--- src/rtl/regbank_wport_arb_pkg.sv ---
// Shared sizes and requester ids for the register-bank write-port arbiter.
package regbank_pkg;
    localparam int AW      = 5;
    localparam int DW      = 32;
    localparam int NREGS   = 17;
    localparam int SP_IDX  = 16;
    localparam int REQ_ALU = 0;
    localparam int REQ_MEM = 1;
    localparam int REQ_SP  = 2;
endpackage

--- src/rtl/regbank_wport_arb_rr_arbiter.sv ---
// Round-robin one-hot arbiter: the first set req at or after ptr (wrapping) wins when en is high.
module rr_arbiter #(
    parameter int NREQ = 3,
    parameter int PW   = (NREQ > 1) ? $clog2(NREQ) : 1
) (
    input  logic [NREQ-1:0] req,
    input  logic [PW-1:0]   ptr,
    input  logic            en,
    output logic [NREQ-1:0] grant,
    output logic [PW-1:0]   winner,
    output logic            any
);
    always_comb begin
        grant  = '0;
        winner = '0;
        any    = 1'b0;
        // Offset k walks priority order starting at ptr; position i matches exactly one k
        for (int k = 0; k < NREQ; k++) begin
            for (int i = 0; i < NREQ; i++) begin
                if (en && !any && req[i] && (i == (int'(ptr) + k) % NREQ)) begin
                    grant[i] = 1'b1;
                    winner   = PW'(i);
                    any      = 1'b1;
                end
            end
        end
    end
endmodule

--- src/rtl/regbank_wport_arb.sv ---
// Arbitrates NREQ writers onto the single bank write port with a registered issue stage.
// Define REGW_BYPASS_EN to forward the in-flight write onto rData1/rData2.
module regbank_wport_arb #(
    parameter int NREQ  = 3,
    parameter int AW    = regbank_pkg::AW,
    parameter int DW    = regbank_pkg::DW,
    parameter int NREGS = regbank_pkg::NREGS
) (
    input  logic              clk,
    input  logic              reset,
    input  logic              stall,
    input  logic [NREQ-1:0]   req_valid,
    input  logic [NREQ*AW-1:0] req_addr,
    input  logic [NREQ*DW-1:0] req_data,
    output logic [NREQ-1:0]   req_ready,
    output logic              RegW,
    output logic [AW-1:0]     Rd,
    output logic [DW-1:0]     wrData,
    output logic [1:0]        grant_id,
    output logic              err_addr,
    output logic [7:0]        drop_cnt,
    input  logic [AW-1:0]     Rs,
    input  logic [AW-1:0]     Rt,
    input  logic [DW-1:0]     rData1_in,
    input  logic [DW-1:0]     rData2_in,
    output logic [DW-1:0]     rData1,
    output logic [DW-1:0]     rData2
);
    import regbank_pkg::*;

    localparam int PW = (NREQ > 1) ? $clog2(NREQ) : 1;

    logic [PW-1:0] ptr;
    logic [PW-1:0] win;
    logic          any;
    logic          en;
    logic [AW-1:0] sel_addr;
    logic [DW-1:0] sel_data;
    logic          in_range;
    logic          legal;

    function automatic logic [7:0] sat_inc(input logic [7:0] v);
        return (v == 8'hFF) ? v : v + 8'd1;
    endfunction

    // Reset also withdraws ready so a write granted during reset is never seen as accepted
    assign en = !stall && !reset;

    rr_arbiter #(.NREQ(NREQ), .PW(PW)) u_arb (
        .req    (req_valid),
        .ptr    (ptr),
        .en     (en),
        .grant  (req_ready),
        .winner (win),
        .any    (any)
    );

    always_comb begin
        sel_addr = '0;
        sel_data = '0;
        for (int i = 0; i < NREQ; i++) begin
            if (win == PW'(i)) begin
                sel_addr = req_addr[i*AW +: AW];
                sel_data = req_data[i*DW +: DW];
            end
        end
    end

    assign in_range = 32'(sel_addr) < NREGS;
    assign legal    = in_range && (sel_addr != '0);

    // Issue stage: grant in cycle N appears on the bank port in N+1
    always_ff @(posedge clk or posedge reset) begin
        if (reset) begin
            ptr      <= '0;
            RegW     <= 1'b0;
            Rd       <= '0;
            wrData   <= '0;
            grant_id <= '0;
            err_addr <= 1'b0;
            drop_cnt <= '0;
        end else begin
            RegW <= any && legal;
            if (any) begin
                ptr      <= (int'(win) == NREQ - 1) ? '0 : win + PW'(1);
                Rd       <= sel_addr;
                wrData   <= sel_data;
                grant_id <= 2'(win);
                if (!legal)
                    drop_cnt <= sat_inc(drop_cnt);
                if (!in_range)
                    err_addr <= 1'b1;
            end
        end
    end

`ifdef REGW_BYPASS_EN
    assign rData1 = (RegW && (Rd == Rs) && (Rs != '0)) ? wrData : rData1_in;
    assign rData2 = (RegW && (Rd == Rt) && (Rt != '0)) ? wrData : rData2_in;
`else
    logic unused_rd_idx;
    assign unused_rd_idx = ^{Rs, Rt};
    assign rData1 = rData1_in;
    assign rData2 = rData2_in;
`endif
endmodule

--- config.mk ---
export PLATFORM = sky130hd
export DESIGN_NAME = regbank_wport_arb
export DESIGN_NICKNAME = d
export VERILOG_FILES = /design/src/rtl/regbank_wport_arb_pkg.sv /design/src/rtl/regbank_wport_arb_rr_arbiter.sv /design/src/rtl/regbank_wport_arb.sv
export SDC_FILE = /design/constraint.sdc
export NUM_CORES = 1
export LEC_CHECK = 0
export CAP_MARGIN = 20
export CORE_MARGIN = 2
export CORE_UTILIZATION = 25
export CTS_CLUSTER_DIAMETER = 200
export DETAILED_ROUTE_END_ITERATION = 7
export PLACE_DENSITY = 0.67
export SETUP_SLACK_MARGIN = 0.4
export SLEW_MARGIN = 10
export SYNTH_ARGS = -nofsm -noshare
export SYNTH_HDL_FRONTEND = slang
export SYNTH_HIERARCHICAL = 1
export SYNTH_SLANG_ARGS = --single-unit
--- constraint.sdc ---
create_clock -name clk -period 5.4 [get_ports clk]
set_input_delay 0.54 -clock clk [delete_from_list [all_inputs] [get_ports clk]]
set_output_delay 0.54 -clock clk [all_outputs]
set_load 0.05 [all_outputs]
Yosys cells after proc, flatten, opt, wreduce, memory -nomap -nowiden
Cells that the tools add are included.
{"block": "word_totals", "mem_bits_rw": 0, "in_bits": 191, "latchBits": 0, "regBits": 51, "mem_bits_ro": 0, "out_inout_bits": 116, "wordCells": 106, "memories": 0}
{"block": "classes", "addsub": 4, "reduce_logical": 46, "n_shift": 0, "div_mod_pow": 3, "bitwise": 3, "n_mux": 32, "eq_ne": 10, "mul": 0, "order_cmp": 1}
{"operator": "2-bit by 32-bit == test with 1-bit output (first input constant)", "count": 3}
{"operator": "3-bit by 32-bit == test with 1-bit output (first input constant)", "count": 3}
{"operator": "32-bit zero test", "count": 3}
{"operator": "32-bit two-way mux", "count": 3}
{"operator": "32-bit by 3-bit modulo with 32-bit output (second input constant)", "count": 2}
{"operator": "3-bit by 3-bit modulo with 32-bit output (second input constant)", "count": 1}
{"operator": "1-bit logical AND", "count": 29}
{"operator": "1-bit two-way mux", "count": 18}
{"operator": "2-bit two-way mux", "count": 8}
{"operator": "5-bit two-way mux", "count": 3}
{"operator": "1-bit zero test", "count": 10}
{"operator": "8-bit by 1-bit adder with 8-bit output (second input constant)", "count": 1}
{"operator": "8-bit == test (second input constant)", "count": 1}
{"operator": "5-bit < comparator (second input constant)", "count": 1}
{"operator": "5-bit nonzero test", "count": 1}
{"operator": "2-bit == test (second input constant)", "count": 2}
{"operator": "2-bit by 1-bit adder with 3-bit output (second input constant)", "count": 1}
{"operator": "2-bit by 2-bit adder with 3-bit output (second input constant)", "count": 1}
{"operator": "1-bit NOT", "count": 3}
{"operator": "3-bit AND reduction", "count": 1}
{"operator": "2-bit by 1-bit adder with 2-bit output (second input constant)", "count": 1}
{"operator": "2-bit by 1-bit == test with 1-bit output (second input constant)", "count": 1}
{"operator": "2-bit zero test", "count": 1}
{"operator": "2-bit AND reduction", "count": 1}

Logic depth before layout (Yosys ltp)
{"block": "logic_depth", "word_depth": 53, "mapped_depth": 13, "depth_no_buf": 10}

Hierarchy
Netlist, hierarchy kept.
{"module": "regbank_wport_arb", "cells_per_inst": 369, "instances": 1, "seq_area_each_um2": 1276.2, "area_each_um2": 3326.9}
{"module": "rr_arbiter", "cells_per_inst": 22, "instances": 1, "seq_area_each_um2": 0.0, "area_each_um2": 128.9}

Worst setup path after synthesis
Ideal clock, no wire load.
{"block": "synth_path", "kind": "reg2reg", "start": "register ptr[0]", "end": "register drop_cnt[1]", "required_ns": 5.275, "arrival_time_ns": 2.668, "n_path_buf": 2, "setup_slack_ns": 2.607, "stages_incl_launch_ff": 12, "period_less_slack_ns": 2.793, "path_cell_list": "dfrtp_1 > inv_1 > ha_1 > o31ai_1 > nor3_1 > nor2b_4 > buf_6 > o2bb2ai_1 > nor4_2 > buf_4 > mux2i_2 > mux2_4"}
{"block": "synth_between", "elab_chain_cells": 52, "elab_cells_between_ends": 75, "cone_classes": "2 x add/sub; 3 x div; 1 x order compare; 8 x eq/ne; 20 x mux; 1 x bitwise; 40 x reduce/logical"}
{"element": "start: declaration", "line": "regbank_wport_arb.sv:33", "rtl": "logic [PW-1:0] ptr;"}
{"element": "start signal: assignment", "line": "regbank_wport_arb.sv:85", "rtl": "ptr <= (int'(win) == NREQ - 1) ? '0 : win + PW'(1);"}
{"element": "parallel branches: the longest is 43 deep, another holds 32-bit by 3-bit modulo with 32-bit output"}
{"element": "2-bit two-way mux (*)", "line": "regbank_wport_arb_rr_arbiter.sv:20", "rtl": "if (en && !any && req[i] && (i == (int'(ptr) + k) % NREQ)) begin"}
{"element": "net win[1]", "line": "regbank_wport_arb.sv:34", "rtl": "logic [PW-1:0] win;"}
{"element": "2-bit zero test", "line": "regbank_wport_arb.sv:62", "rtl": "if (win == PW'(i)) begin"}
{"element": "5-bit two-way mux (2 in a row)", "line": "regbank_wport_arb.sv:62"}
{"element": "5-bit two-way mux (*)", "line": "regbank_wport_arb.sv:62"}
{"element": "5-bit < comparator or 5-bit nonzero test (tied branches)", "line": "regbank_wport_arb.sv:69, regbank_wport_arb.sv:70"}
{"element": "1-bit logical AND (*)", "line": "regbank_wport_arb.sv:70", "rtl": "assign legal = in_range && (sel_addr != '0);"}
{"element": "1-bit NOT (no source line) (*)"}
{"element": "3-bit AND reduction (no source line) (*)"}
{"element": "end signal: assignment", "line": "regbank_wport_arb.sv:90", "rtl": "drop_cnt <= sat_inc(drop_cnt);"}
{"element": "end: declaration", "line": "regbank_wport_arb.sv:21", "rtl": "output logic [7:0] drop_cnt,"}
Mark *: on every way through the listed nets, which the timed path passes.
A chain may end at the register's enable or synchronous reset.

Worst setup path in the final report
{"block": "layout_path", "start": "input port reset", "end": "register drop_cnt[1]"}
{"block": "layout_between", "elab_chain_cells": 53, "elab_cells_between_ends": 64, "cone_classes": "1 x order compare; 2 x eq/ne; 20 x mux; 1 x bitwise; 40 x reduce/logical"}
{"element": "start: declaration", "line": "regbank_wport_arb.sv:10", "rtl": "input logic reset,"}
{"element": "1-bit zero test (no source line) (*)"}
{"element": "1-bit logical AND (*)", "line": "regbank_wport_arb.sv:47", "rtl": "assign en = !stall && !reset;"}
{"element": "net en", "line": "regbank_wport_arb.sv:36", "rtl": "logic en;"}
{"element": "1-bit logical AND (2 in a row)", "line": "regbank_wport_arb_rr_arbiter.sv:20"}
{"element": "1-bit two-way mux", "line": "regbank_wport_arb_rr_arbiter.sv:20"}
{"element": "1-bit zero test", "line": "regbank_wport_arb_rr_arbiter.sv:20"}
{"element": "1-bit logical AND (3 in a row)", "line": "regbank_wport_arb_rr_arbiter.sv:20"}
{"element": "1-bit two-way mux", "line": "regbank_wport_arb_rr_arbiter.sv:20"}
{"element": "[... 35 more ...]"}
{"element": "net win[1]", "line": "regbank_wport_arb.sv:34"}
{"element": "2-bit zero test", "line": "regbank_wport_arb.sv:62"}
{"element": "5-bit two-way mux (2 in a row)", "line": "regbank_wport_arb.sv:62"}
{"element": "5-bit two-way mux (*)", "line": "regbank_wport_arb.sv:62"}
{"element": "5-bit < comparator or 5-bit nonzero test (tied branches)", "line": "regbank_wport_arb.sv:69, regbank_wport_arb.sv:70"}
{"element": "1-bit logical AND (*)", "line": "regbank_wport_arb.sv:70"}
{"element": "1-bit NOT (no source line) (*)"}
{"element": "3-bit AND reduction (no source line) (*)"}
Mark *: on every way through the listed nets, which the timed path passes. The rest lies on a longest branch.

==> impl_results.md <==
- Result of the run: complete, no violations
- Antenna violations before repair: 0
- Wire length of the first global-routing pass: around 16 mm
- Final-report setup violation count: 0
- Area of all placed cells without fillers: 5000 µm²
- Area growth from synthesis to layout: 44.8%
- Power density over the cells: 482 nW/µm²
- Maximum clock skew at final layout: 0.00317 ns
- Final antenna-violating net count: 0
- Root buffer cell: sky130_fd_sc_hd__clkbuf_16
- Count of hold buffers inserted by post-cts repair: 0
- Detailed Route WL: 10.3 mm
- Standard cell area after detailed placement: 4830 µm²
- Core region area: around 13000 µm²
- Final net count: 679
- Number of cells produced by synthesis: 391
- Number of storage elements in the synthesis netlist: 51
- Crit. End Element: flip-flop
- Setup TNS Final: 0 ns
- Sequential area share after synthesis: between 30% and 40%
- Data arrival time of the critical path: 3.52 ns
- Number of sinks on the clock net: 51
- Hold violation total from the final report: 0
- DP Wirelength: between 7 and 8 mm
- Max frequency: approximately 300 MHz
- Peak per-stage delay on the critical path: 0.43 ns
- Maximum fanout along the worst path: 28
- Path category of the worst min-delay check: reg -> reg
- Share of post-route cells with drive strength above 1: ~6.4%
- H-tree depth reported by CTS: 2
- Worst Setup Path Type: in -> reg
- Number of buffer and inverter stages on the critical path: 3
- Aggregate global-route resource usage: 13.7%
- Final estimated routing congestion in global placement: 0.783
- Via count of the first global-routing pass: around 3100
- Post-Synthesis Net Count: 585
- Starting utilization of the core area: between 20% and 30%
- Max-cap violation count: 0
- Unrepaired setup endpoints after global routing: false
- Violation count after the first detailed-routing iteration: 133
- Die Wd: approximately 120 µm
- Detail-routed via count per cell: 4.56
- Count of TritonRoute iterations in the first routing pass: 4
- Required time of the critical path: ~5.6 ns
- Cells on Worst Hold Path: 1
- Top delay family on crit path: buffers and inverters
- Clock Pin Slew Worst Setup and Hold Paths: 0.07 ns
- TritonCTS clock tree: built
- Post-synthesis average cell area: 8.84 µm²
- Nature of the critical path startpoint: primary input
- Row Count: 42
- Cell type with the highest occurrence count on the critical path: sky130_fd_sc_hd__buf_4
- Number of gates resized after cts: 0
- Port Buffer Count: 168
- Final worst path period share: 61.9%
- Measured slew at the worst slew-check pin: 0.726 ns
- Via Count: approximately 3000
- Final Slew Violations: 0
- Aggregate global routing overflow: 0
- Slowest-stage cell, CP: sky130_fd_sc_hd__clkdlybuf4s50_1
- Drt drc: 0
- TritonCTS buffer count: 5
- Clock insertion delay at the later pin of the skew report: 0.29 ns
- IR drop worst, VDD: 0.189 mV
- Stages on worst setup path: 12
- Pleak: about 1.9 nW
- Number of top-level pins: ~310
- Antenna diode count: 0
- Register-to-register path setup slack: approximately 2.1 ns
- Largest net degree at the start of global routing: 74
- Relative slew slack: 51.6%
- Clock Tree Buf Depth: 2
- Number of distinct library cells after synthesis: 34
- Final min period: about 3.3 ns
- Crit-path cells: clkdlybuf4s50_1, nor2_1, nand2_1, o21ai_0, nor3_2, nor2b_4, buf_4, o2bb2ai_1, nor4_2, buf_4, mux2i_2, mux2_4
- Die Y-Extent: about 120 µm
- Post-synthesis instance area: 3460 µm²
- Area of the die: 14800 µm²
- Number of post-CTS setup repair buffers: 0
- Average detailed-routed wire length per instance: 15.6 µm
- Yosys warnings: 6
- Cell count of the worst reg-to-reg path: 12
[cell type report]
type	count	area (µm²)
clock buffers	6	139
clock inverters	2	35.0
fillers	1383	8340
inverters	6	22.5
multi-input cells	247	1580
flip-flops and latches	51	1280
well taps	176	220
repair buffers	174	1730
[cells by family after synthesis]
group	after synthesis	synth area share, %
adder cells (fa/ha/maj)	3	1.09
XOR/XNOR	8	2.03
buffers and inverters	93	17.9
multiplexers	51	15.6
AND/OR/NAND/NOR	103	12.7
AO/OA/AOI/OAI	82	13.8
flip-flops	51	36.9
[per-layer routing]
layer / track usage, % / share of wire, % / vias to the layer above
li1: - / - / 1459
met1: 15.1 / 39 / 1424
met2: 24.5 / 51 / 108
met3: 3.37 / 6.7 / 31
met4: 6.75 / 3.3 / 0
met5: 0 / 0 / -
[worst paths after layout]
| check | end | startpoint |
|---|---|---|
| setup / recovery | drop_cnt[1] | reset |
| max in group asynchronous | wrData[24] | reset |
| hold / removal | err_addr | err_addr |
| setup reg to reg | drop_cnt[1] | ptr[0] |
| min in group asynchronous | Rd[0] | reset |
| hold reg to reg | err_addr | err_addr |
[sequential cells by signal, indices dropped and copies added, names as in the netlist]
| register | count |
|---|---|
| err_addr | 1 |
| drop_cnt | 8 |
| RegW | 1 |
| ptr | 2 |
| Rd | 5 |
| grant_id | 2 |
| wrData | 32 |
[cells in the mapped netlist (all sizes together)]
library cell / n / area, µm²
nand3: 3 / 15.0
nor2: 72 / 270
a22o: 1 / 8.76
o211a: 2 / 20.0
o21bai: 1 / 7.51
xnor2: 8 / 70.1
o21ai: 1 / 5.00
o2bb2ai: 5 / 50.0
mux2i: 44 / 457
o31ai: 2 / 15.0
nor3: 15 / 75.1
a2bb2oi: 1 / 15.0
dfrtp: 51 / 1280
mux2: 7 / 82.6
nor4: 1 / 12.5
and3: 1 / 6.26
buf: 72 / 541
nand2: 8 / 30.0
nor2b: 1 / 13.8
clkbuf: 15 / 56.3
a21oi: 67 / 335
ha: 3 / 37.5
and4: 1 / 8.76
a211o: 1 / 8.76
nand4: 1 / 6.26
inv: 6 / 22.5
a41o: 1 / 10.0
[cell usage in the layout (no fill, tap or decap), types with 2 or more instances in the layout]
cell type and count:
sky130_fd_sc_hd__nor2_1 71, sky130_fd_sc_hd__nand3_1 3, sky130_fd_sc_hd__mux2i_1 42, sky130_fd_sc_hd__a21oi_1 66, sky130_fd_sc_hd__o211a_1 2, sky130_fd_sc_hd__nand2_1 8, sky130_fd_sc_hd__o2bb2ai_1 4, sky130_fd_sc_hd__ha_1 3
sky130_fd_sc_hd__buf_4 6, sky130_fd_sc_hd__xnor2_1 8, sky130_fd_sc_hd__dfrtp_1 51, sky130_fd_sc_hd__clkbuf_16 5, sky130_fd_sc_hd__clkdlybuf4s50_1 168, sky130_fd_sc_hd__o31ai_1 2, sky130_fd_sc_hd__mux2_2 6, sky130_fd_sc_hd__nor3_1 14
sky130_fd_sc_hd__inv_1 5
[power by group]
group	switching, mW	leakage [nW]	internal [mW]
clock network	0.141	0.0868	0.231
logic	0.897	1.25	0.493
registers	0.106	0.590	0.541
[metrics by stage]
stage / hold WS [ns] / std cells / utilization [%] / total power, mW / worst slack [ns]
2_1_floorplan: 0.480 / 391 / - / 1.66 / 2.61
3_3_place_gp: 0.469 / 654 / 36.2 / 2.03 / 1.86
3_5_place_dp: 0.471 / 654 / 36.2 / 2.06 / 1.79
4_1_cts: 0.490 / 662 / 37.5 / 2.44 / 2.07
5_1_grt: 0.514 / 662 / 37.5 / 2.55 / 1.85
6_report: 0.481 / 662 / 37.5 / 2.41 / 2.06
(Power assumes the default switching activity.)
